### src/rtl/game_btn_ctrl_if.sv
// Button controller bundle: mouse inputs, deal/dealer handshakes and the
// outputs that go to the button overlay and the game datapath.
//   master : the button controller (drives state, pulses, busy)
//   slave  : mouse + game logic side (drives mouse_*, deal_*, dealer_done)
interface game_btn_ctrl_if;
  logic [11:0] mouse_x;
  logic [11:0] mouse_y;
  logic        mouse_left;
  logic        deal_done;
  logic        player_bust;
  logic        dealer_done;
  logic [2:0]  state;
  logic        start_pulse;
  logic        hit_pulse;
  logic        stand_pulse;
  logic        busy;

  modport master (
    input  mouse_x, mouse_y, mouse_left, deal_done, player_bust, dealer_done,
    output state, start_pulse, hit_pulse, stand_pulse, busy
  );

  modport slave (
    output mouse_x, mouse_y, mouse_left, deal_done, player_bust, dealer_done,
    input  state, start_pulse, hit_pulse, stand_pulse, busy
  );
endinterface

### src/rtl/game_btn_ctrl.sv
// Blackjack button controller. Sequences the on-screen button set and turns
// mouse clicks (rising edges of the left button) that land on a visible
// button into one-cycle start/hit/stand pulses.
// Ports:
//   clk  - system clock
//   rst  - asynchronous active-low reset
//   bus  - game_btn_ctrl_if.master: mouse_x/y/left, deal_done, player_bust,
//          dealer_done in; state (overlay code), start/hit/stand pulses and
//          busy out.
module game_btn_ctrl #(
  parameter int unsigned BTN1_X        = 100,
  parameter int unsigned BTN1_Y        = 400,
  parameter int unsigned BTN2_X        = 300,
  parameter int unsigned BTN2_Y        = 400,
  parameter int unsigned BTN3_X        = 500,
  parameter int unsigned BTN3_Y        = 400,
  parameter int unsigned BTN_W         = 100,
  parameter int unsigned BTN_H         = 50,
  parameter int unsigned RESULT_CYCLES = 130000000
) (
  input logic             clk,
  input logic             rst,
  game_btn_ctrl_if.master bus
);

  localparam int unsigned CntW = $clog2(RESULT_CYCLES + 1);
  localparam logic [CntW-1:0] CntLast = CntW'(RESULT_CYCLES - 1);

  // Overlay codes; DEAL and HIT_WAIT share code 2.
  localparam logic [2:0] CodeIdle   = 3'd0;
  localparam logic [2:0] CodePlayer = 3'd1;
  localparam logic [2:0] CodeWait   = 3'd2;
  localparam logic [2:0] CodeDealer = 3'd3;
  localparam logic [2:0] CodeResult = 3'd4;

  typedef enum logic [2:0] {
    StIdle,
    StDeal,
    StPlayer,
    StHitWait,
    StDealer,
    StResult
  } state_e;

  // Input stage: A registers the raw inputs, B holds the previous left level.
  logic [11:0] ax_q;
  logic [11:0] ay_q;
  logic        al_q;
  logic        bl_q;

  always_ff @(posedge clk or negedge rst) begin
    if (!rst) begin
      ax_q <= '0;
      ay_q <= '0;
      al_q <= 1'b0;
      bl_q <= 1'b0;
    end else begin
      ax_q <= bus.mouse_x;
      ay_q <= bus.mouse_y;
      al_q <= bus.mouse_left;
      bl_q <= al_q;
    end
  end

  function automatic logic inside_btn(input logic [11:0] x, input logic [11:0] y,
                                      input int unsigned bx, input int unsigned by);
    logic [12:0] xe;
    logic [12:0] ye;
    xe = {1'b0, x};
    ye = {1'b0, y};
    return (xe >= 13'(bx)) && (xe < 13'(bx + BTN_W)) &&
           (ye >= 13'(by)) && (ye < 13'(by + BTN_H));
  endfunction

  logic click;
  logic in_start;
  logic in_hit;
  logic in_stand;

  always_comb begin
    click    = al_q & ~bl_q;
    in_start = inside_btn(ax_q, ay_q, BTN1_X, BTN1_Y);
    in_hit   = inside_btn(ax_q, ay_q, BTN2_X, BTN2_Y);
    in_stand = inside_btn(ax_q, ay_q, BTN3_X, BTN3_Y);
  end

  state_e          st_q;
  logic [CntW-1:0] cnt_q;
  logic [2:0]      code_q;
  logic            start_q;
  logic            hit_q;
  logic            stand_q;
  logic            busy_q;

  // Single registered FSM; code_q/busy_q are updated together with st_q so
  // the overlay code and busy always agree with the state in the same cycle.
  always_ff @(posedge clk or negedge rst) begin
    if (!rst) begin
      st_q    <= StIdle;
      cnt_q   <= '0;
      code_q  <= CodeIdle;
      start_q <= 1'b0;
      hit_q   <= 1'b0;
      stand_q <= 1'b0;
      busy_q  <= 1'b0;
    end else begin
      start_q <= 1'b0;
      hit_q   <= 1'b0;
      stand_q <= 1'b0;
      unique case (st_q)
        StIdle: begin
          if (click && in_start) begin
            start_q <= 1'b1;
            st_q    <= StDeal;
            code_q  <= CodeWait;
            busy_q  <= 1'b1;
          end
        end
        StDeal: begin
          if (bus.deal_done) begin
            st_q   <= StPlayer;
            code_q <= CodePlayer;
            busy_q <= 1'b0;
          end
        end
        StPlayer: begin
          if (click && in_hit) begin
            hit_q  <= 1'b1;
            st_q   <= StHitWait;
            code_q <= CodeWait;
            busy_q <= 1'b1;
          end else if (click && in_stand) begin
            stand_q <= 1'b1;
            st_q    <= StDealer;
            code_q  <= CodeDealer;
            busy_q  <= 1'b1;
          end
        end
        StHitWait: begin
          // Any click arriving here is dropped, including one coincident
          // with deal_done.
          if (bus.deal_done) begin
            if (bus.player_bust) begin
              st_q   <= StResult;
              code_q <= CodeResult;
              cnt_q  <= '0;
            end else begin
              st_q   <= StPlayer;
              code_q <= CodePlayer;
              busy_q <= 1'b0;
            end
          end
        end
        StDealer: begin
          if (bus.dealer_done) begin
            st_q   <= StResult;
            code_q <= CodeResult;
            cnt_q  <= '0;
          end
        end
        StResult: begin
          if (cnt_q == CntLast) begin
            st_q   <= StIdle;
            code_q <= CodeIdle;
            busy_q <= 1'b0;
            cnt_q  <= '0;
          end else begin
            cnt_q <= cnt_q + CntW'(1);
          end
        end
        default: begin
          st_q   <= StIdle;
          code_q <= CodeIdle;
          busy_q <= 1'b0;
          cnt_q  <= '0;
        end
      endcase
    end
  end

  assign bus.state       = code_q;
  assign bus.start_pulse = start_q;
  assign bus.hit_pulse   = hit_q;
  assign bus.stand_pulse = stand_q;
  assign bus.busy        = busy_q;

endmodule

### src/flat_wrapper.sv
// flat-port wrapper written by rule: the top's interface ports become plain ports
module game_btn_ctrl_flat 
#(
  parameter int unsigned BTN1_X        = 100,
  parameter int unsigned BTN1_Y        = 400,
  parameter int unsigned BTN2_X        = 300,
  parameter int unsigned BTN2_Y        = 400,
  parameter int unsigned BTN3_X        = 500,
  parameter int unsigned BTN3_Y        = 400,
  parameter int unsigned BTN_W         = 100,
  parameter int unsigned BTN_H         = 50,
  parameter int unsigned RESULT_CYCLES = 130000000
)
  (clk, rst, bus_mouse_x, bus_mouse_y, bus_mouse_left, bus_deal_done, bus_player_bust, bus_dealer_done, bus_state, bus_start_pulse, bus_hit_pulse, bus_stand_pulse, bus_busy);
  game_btn_ctrl_if bus_i ();
  input logic clk;
  input logic rst;
  input wire logic [$bits(bus_i.mouse_x)-1:0] bus_mouse_x;
  input wire logic [$bits(bus_i.mouse_y)-1:0] bus_mouse_y;
  input wire logic [$bits(bus_i.mouse_left)-1:0] bus_mouse_left;
  input wire logic [$bits(bus_i.deal_done)-1:0] bus_deal_done;
  input wire logic [$bits(bus_i.player_bust)-1:0] bus_player_bust;
  input wire logic [$bits(bus_i.dealer_done)-1:0] bus_dealer_done;
  output wire logic [$bits(bus_i.state)-1:0] bus_state;
  output wire logic [$bits(bus_i.start_pulse)-1:0] bus_start_pulse;
  output wire logic [$bits(bus_i.hit_pulse)-1:0] bus_hit_pulse;
  output wire logic [$bits(bus_i.stand_pulse)-1:0] bus_stand_pulse;
  output wire logic [$bits(bus_i.busy)-1:0] bus_busy;
  assign bus_i.mouse_x = bus_mouse_x;
  assign bus_i.mouse_y = bus_mouse_y;
  assign bus_i.mouse_left = bus_mouse_left;
  assign bus_i.deal_done = bus_deal_done;
  assign bus_i.player_bust = bus_player_bust;
  assign bus_i.dealer_done = bus_dealer_done;
  assign bus_state = bus_i.state;
  assign bus_start_pulse = bus_i.start_pulse;
  assign bus_hit_pulse = bus_i.hit_pulse;
  assign bus_stand_pulse = bus_i.stand_pulse;
  assign bus_busy = bus_i.busy;
  game_btn_ctrl #(.BTN1_X(BTN1_X), .BTN1_Y(BTN1_Y), .BTN2_X(BTN2_X), .BTN2_Y(BTN2_Y), .BTN3_X(BTN3_X), .BTN3_Y(BTN3_Y), .BTN_W(BTN_W), .BTN_H(BTN_H), .RESULT_CYCLES(RESULT_CYCLES)) u_core (.clk(clk), .rst(rst), .bus(bus_i));
endmodule
### config.mk
export PLATFORM = sky130hd
export DESIGN_NAME = game_btn_ctrl_flat
export DESIGN_NICKNAME = d
export VERILOG_FILES = /design/src/rtl/game_btn_ctrl_if.sv /design/src/rtl/game_btn_ctrl.sv /design/src/flat_wrapper.sv
export SDC_FILE = /design/constraint.sdc
export NUM_CORES = 1
export LEC_CHECK = 0
export CORE_MARGIN = 2
export CORE_UTILIZATION = 56
export DETAILED_ROUTE_END_ITERATION = 8
export DONT_BUFFER_PORTS = 1
export HOLD_SLACK_MARGIN = 0.15
export PLACE_DENSITY_LB_ADDON = 0.1
export SLEW_MARGIN = 20
export SYNTH_ARGS = -nofsm -noshare
export SYNTH_HDL_FRONTEND = slang
export SYNTH_SLANG_ARGS = --single-unit
### constraint.sdc
create_clock -name clk -period 2.5 [get_ports clk]
set_clock_uncertainty 0.15 [all_clocks]
set_input_delay 0.125 -clock clk [delete_from_list [all_inputs] [get_ports clk]]
set_output_delay 0.125 -clock clk [all_outputs]
set_load 0.05 [all_outputs]
Word-level counts from Yosys, hierarchy flattened

Cells that the tools add are included.

Bits in registers: 63
Input port bits: 30
Output and inout port bits: 7
Word-level logic and storage cells: 92

Add/sub/neg operators: 1
Magnitude comparators: 8
Equality and inequality tests: 14
Muxes and demuxes: 37
Bitwise operators: 4
Reduce and logical (&&, ||, !) cells: 17

Operators by type and width:

| kind                    | count |
|---|---|
| $mux W27                | 4 |
| $pmux W27 S4            | 1 |
| $mux W3                 | 15 |
| $ge A12 B9 Y1 const B   | 3 |
| $pmux W3 S6             | 2 |
| $add A27 B1 Y27 const B | 1 |
| $eq A27 B27 Y1 const B  | 1 |
| $lt A12 B9 Y1 const B   | 2 |
| $mux W1                 | 14 |
| $ge A12 B7 Y1 const B   | 1 |
| $logic_and A1 B1 Y1     | 12 |
| $lt A12 B10 Y1 const B  | 1 |
| $lt A12 B8 Y1 const B   | 1 |
| $ne A2 B2 Y1 const B    | 5 |
| $reduce_and A7 Y1       | 1 |
| $eq A3 B2 Y1 const B    | 2 |
| $eq A3 B3 Y1 const B    | 2 |
| $pmux W1 S6             | 1 |
| $reduce_and A6 Y1       | 1 |
| $ne A2 B1 Y1 const B    | 2 |
| $reduce_and A4 Y1       | 1 |
| $eq A3 B1 Y1 const B    | 1 |
| $logic_not A3 Y1        | 1 |
| $ne A3 B1 Y1 const B    | 1 |
| 3 further kinds         | 5 |

Depth between registers and ports, before layout

Word-level depth: 8
Mapped depth: 8
Gate-level depth less buffers: 7

Worst setup path after synthesis

No wires, ideal clock.

Kind: reg-to-reg
From: reg u_core.cnt_q[12]
To: reg u_core.code_q[0], in the netlist u_core.bus.state[0]
Library setup time: 0.128 ns
Arrival time: 2.151 ns
Data required time: 2.222 ns
Setup slack: 0.071 ns
Stages on the path, launching flop included: 7
Path buffers: 0
Period minus slack after synthesis: 2.429 ns
Path through: dfrtp_1 -> or4b_1 -> nor4_2 -> a21oi_2 -> a2111oi_4 -> nand2_2 -> mux2_1

Cells in the longest elaborated chain, start to end: 3

RTL lines:

| element                     | RTL line             | text |
|---|---|---|
| start: declaration          | game_btn_ctrl.sv:88  | `logic [CntW-1:0] cnt_q;` |
| start signal: assignment    | game_btn_ctrl.sv:168 | `cnt_q <= cnt_q + CntW'(1);` |
| $eq A27 B27 Y1              | game_btn_ctrl.sv:162 | `if (cnt_q == CntLast) begin` |
| $ne A2 B1 Y1 (no line)      | -                    |  |
| $reduce_and A6 Y1 (no line) | -                    |  |
| end signal: assignment      | game_btn_ctrl.sv:157 | `code_q <= CodeResult;` |
| end signal: assignment      | game_btn_ctrl.sv:164 | `code_q <= CodeIdle;` |
| end signal: assignment      | game_btn_ctrl.sv:173 | `code_q <= CodeIdle;` |
| end: declaration            | game_btn_ctrl.sv:89  | `logic [2:0] code_q;` |

No other way between the ends.
A chain may end at the register's enable or synchronous reset.

Worst setup path after layout

From: reg u_core.ax_q[5]
To: reg u_core.code_q[1], in the netlist u_core.bus.state[1]

Cells in the longest elaborated chain, start to end: 7
Elaborated cells between the ends (all ways): 23
Classes of those cells: order compare: 6; eq/ne: 2; mux: 2; reduce/logical: 13

RTL lines:

| element                                                    | RTL line                                                         | text |
|---|---|---|
| start: declaration                                         | game_btn_ctrl.sv:46                                              | `logic [11:0] ax_q;` |
| start signal: assignment                                   | game_btn_ctrl.sv:58                                              | `ax_q <= bus.mouse_x;` |
| $ge A12 B9 Y1, or another cell as far along                | game_btn_ctrl.sv:71                                              | `return (xe >= 13'(bx)) && (xe < 13'(bx + BTN_W)) &&` |
| $logic_and A1 B1 Y1 (2 in series)                          | game_btn_ctrl.sv:71                                              |  |
| $logic_and A1 B1 Y1                                        | game_btn_ctrl.sv:72                                              | `(ye >= 13'(by)) && (ye < 13'(by + BTN_H));` |
| $logic_and A1 B1 Y1, on equally long branches              | game_btn_ctrl.sv:132, game_btn_ctrl.sv:112, game_btn_ctrl.sv:127 |  |
| $ne A3 B1 Y1 (no line), or another cell as far along       | -                                                                |  |
| $reduce_and A6 Y1 (no line) or $pmux W3 S6 (tied branches) | -                                                                |  |
| end signal: assignment                                     | game_btn_ctrl.sv:130                                             | `code_q <= CodeWait;` |
| end signal: assignment                                     | game_btn_ctrl.sv:135                                             | `code_q <= CodeDealer;` |
| end signal: assignment                                     | game_btn_ctrl.sv:145                                             | `code_q <= CodeResult;` |

Several ways; a longest one is shown, not always the timed one.

==> flow_summary.ini <==
[outcome]
status = complete, no violations

[layout]
layout.cells.non_filler = 368
layout.nets = 341
syn2layout_area_growth_pct = 27.7
drive_above_1_share = 0.159
antennaDiodeCount = 0
design_area_um2 = 3420
fillers = 317

[grt]
grt_pass1_wl_mm = 9.41
antenna_found_initial = 0
grt_util_all_layers = 0.238
grt_pass1_vias = 2051
grt-ovfl-total = 0
grt_max_degree = 61

[timing]
fin_ws_ns = 0.108
relSlewSlack = 0.668
worst_pin_slew_ns = 0.498
timing.hold.ws_ns = 0.161
timing.final.setup_violations = 0
fmax_mhz = 418
min_period_over_period = 0.957
rsz0062_at_grt = true
hold_viol = 0
fin_crit_ns = 2.39
maxSlewViolCount = 0

[worst_setup_path]
required_ns = 2.57
worstPathArrival_ns = 2.46
slowest_stage = or4b_2
criticalPathCategory = register to register
cp_max_fo = 4
crit_chain = or4b_2 > a311oi_2 > a311oi_1 > nor2_1 > nand2_2 > mux2_1
critPathMaxStageDelay_ns = 0.69
worstSetupStartpointType = register
cp_top_family = simple AND/OR/NAND/NOR gates
critPathBufInv = 0
crit_path_end_kind = register

[yosys]
synth_edf_count = 0
syn_area_um2 = 2680
ys_warn_count = 0
syn_inst = 256
synth_top_area_cell = dfrtp_1
synth_common_cells = dfrtp_1, nor2_1, nand2_1, xor2_1
synthMostInstantiatedCell = dfrtp_1
yosys.cell_types.count = 45
synthArstFlopShare = 1.00
synthFlopType = dfrtp_1
ys_ff_latch = 60
synth_top_area_frac = 0.560
synth.area.top_cells = dfrtp_1, nor2_1, xor2_1, nand2_1, and3_1
syn_avg_cell_area_um2 = 10.5
synth_nets = 287
seq_area_frac_synth = 0.560

[route]
routedWlPerCell_um = 15.0
drc = 0
vias = 2076
drt_iter0_drc = 103
first_pass_iters = 4
ant_nets = 0
drt-total-wl_mm = 5.52
viasPerCell = 5.64

[power]
power_density_nw_per_um2 = 812
p_leak_nw = 1.54
max-vdd-ir-drop_mv = 0.475

[placement]
port_buffers = 0
place_inst = 326
dp_hpwl_mm = 3.47
placed_cell_area_um2 = 2890
gp_congestion = 0.819
dp_slack_ns = 0.0490

[die]
start_util = 0.575
dieWidth_um = 73.2
num_rows = 25
io_pins = 37
die_h_um = 73.2
die_area_um2 = 5360
core-area_um2 = 4660

[hold_path]
hold_class = primary input to asynchronous set/reset pin

[flow_run]
max_cap_viol_count = 0

[cts]
cts_tree = yes
htree_levels = 3
numCtsBuffers = 9
clk_transition_reported_paths_ns = 0.07
clock_latency_ns = 0.34
cts_root_buffer = clkbuf_8
cts_buffer_depth = 2
clock-sinks = 60
postCtsSetupRepairBufs = 0
## power by group
part	leakage, nW	internal, mW	switching (mW)
Combinational	0.669	0.274	0.316
Clock	0.0936	0.554	0.382
Sequential	0.773	1.06	0.197
## worst register-to-register path, stage by stage, from the launching register on
cell and delay [ns]:
dfrtp_1 0.40, or4b_2 0.69, a311oi_2 0.25, a311oi_1 0.16, nor2_1 0.19, nand2_2 0.10, mux2_1 0.33
## cells in the final DEF (no fill, tap or decap), types with 3 or more instances in the layout
cell type	instances
o21ai_0	10
nand4_1	7
nor4_1	4
and3_1	9
clkbuf_8	9
nand2b_1	5
nor2b_1	5
nor3_1	5
buf_4	22
inv_1	3
nand3_1	10
a21oi_1	6
xor2_1	16
dfrtp_1	60
and4_1	3
a31oi_1	3
clkinvlp_4	4
xnor2_1	6
nor2_1	42
nand2_1	21
dlygate4sd3_1	26
## cells by family (layout without fill, tap and decap cells)
family / Yosys count / in the layout / share of synthesized area
simple gates: 126 / 126 / 0.242
flops: 60 / 60 / 0.560
compound gates: 34 / 34 / 0.0915
xor+xnor: 22 / 22 / 0.0719
buf+inv: 9 / 67 / 0.0131
mux: 4 / 4 / 0.0163
fa+ha+maj: 1 / 1 / 0.00467
## path summary, 6_finish.rpt
path / slack (ns) / startpoint / endpoint / depth (start not counted)
worst max-delay path: 0.11 / u_core.ax_q[5]$_DFF_PN0_ / u_core.bus.state[1]$_DFFE_PN0P_ / 6
worst min-delay path: 0.16 / rst / u_core.st_q[1]$_DFFE_PN0P_ / 2
worst max register to register: 0.11 / u_core.ax_q[5]$_DFF_PN0_ / u_core.bus.state[1]$_DFFE_PN0P_ / 6
worst min register to register: 0.25 / u_core.al_q$_DFF_PN0_ / u_core.bl_q$_DFF_PN0_ / 0
max in group asynchronous: 1.79 / rst / u_core.cnt_q[13]$_DFFE_PN0P_ / 2
min in group clk: 0.18 / bus_mouse_y[4] / u_core.ay_q[4]$_DFF_PN0_ / 1
## state kept, by name, indices dropped and copies added, names as in the netlist
register	cells
u_core.cnt_q	27
u_core.bl_q	1
u_core.st_q	3
u_core.bus.state	3
u_core.bus.start_pulse	1
u_core.ay_q	11
u_core.bus.stand_pulse	1
u_core.al_q	1
u_core.ax_q	10
u_core.bus.busy	1
u_core.bus.hit_pulse	1
## stage by stage
step | util | total power [mW] | TNS (ns)
5_1_grt | 0.734 | 2.92 | -0.00379
2_1_floorplan | - | 1.63 | 0
3_3_place_gp | 0.620 | 1.78 | 0
6_report | 0.734 | 2.78 | 0
4_1_cts | 0.728 | 2.78 | 0
3_5_place_dp | 0.620 | 1.79 | 0
## repair_timing
| item | CTS | global route |
|---|---|---|
| endpoints found under the hold margin | 88 | 0 |
| gates resized for setup | 0 | 6 |
| endpoints found under the setup margin | 0 | 4 |
| hold buffers | 27 | 0 |
## routing by layer
| metal | track usage | part of all wire | wire (um) |
|---|---|---|---|
| met5 | 0 | 0 | 0 |
| met4 | 0.105 | 0.016 | 86 |
| met3 | 0.0677 | 0.043 | 239 |
| met2 | 0.368 | 0.48 | 2660 |
| met1 | 0.314 | 0.46 | 2530 |
## cell type report
cell class	instances	area [um^2]	share of cell area
Multi-Input combinational cell	187	1170	0.343
Clock buffer	9	124	0.0362
Timing Repair Buffer	49	453	0.132
Inverter	3	11.3	0.00329
Sequential cell	60	1500	0.439
Clock inverter	6	90.1	0.0263
Tap cell	54	67.6	0.0197
(Power assumes the default switching activity.)
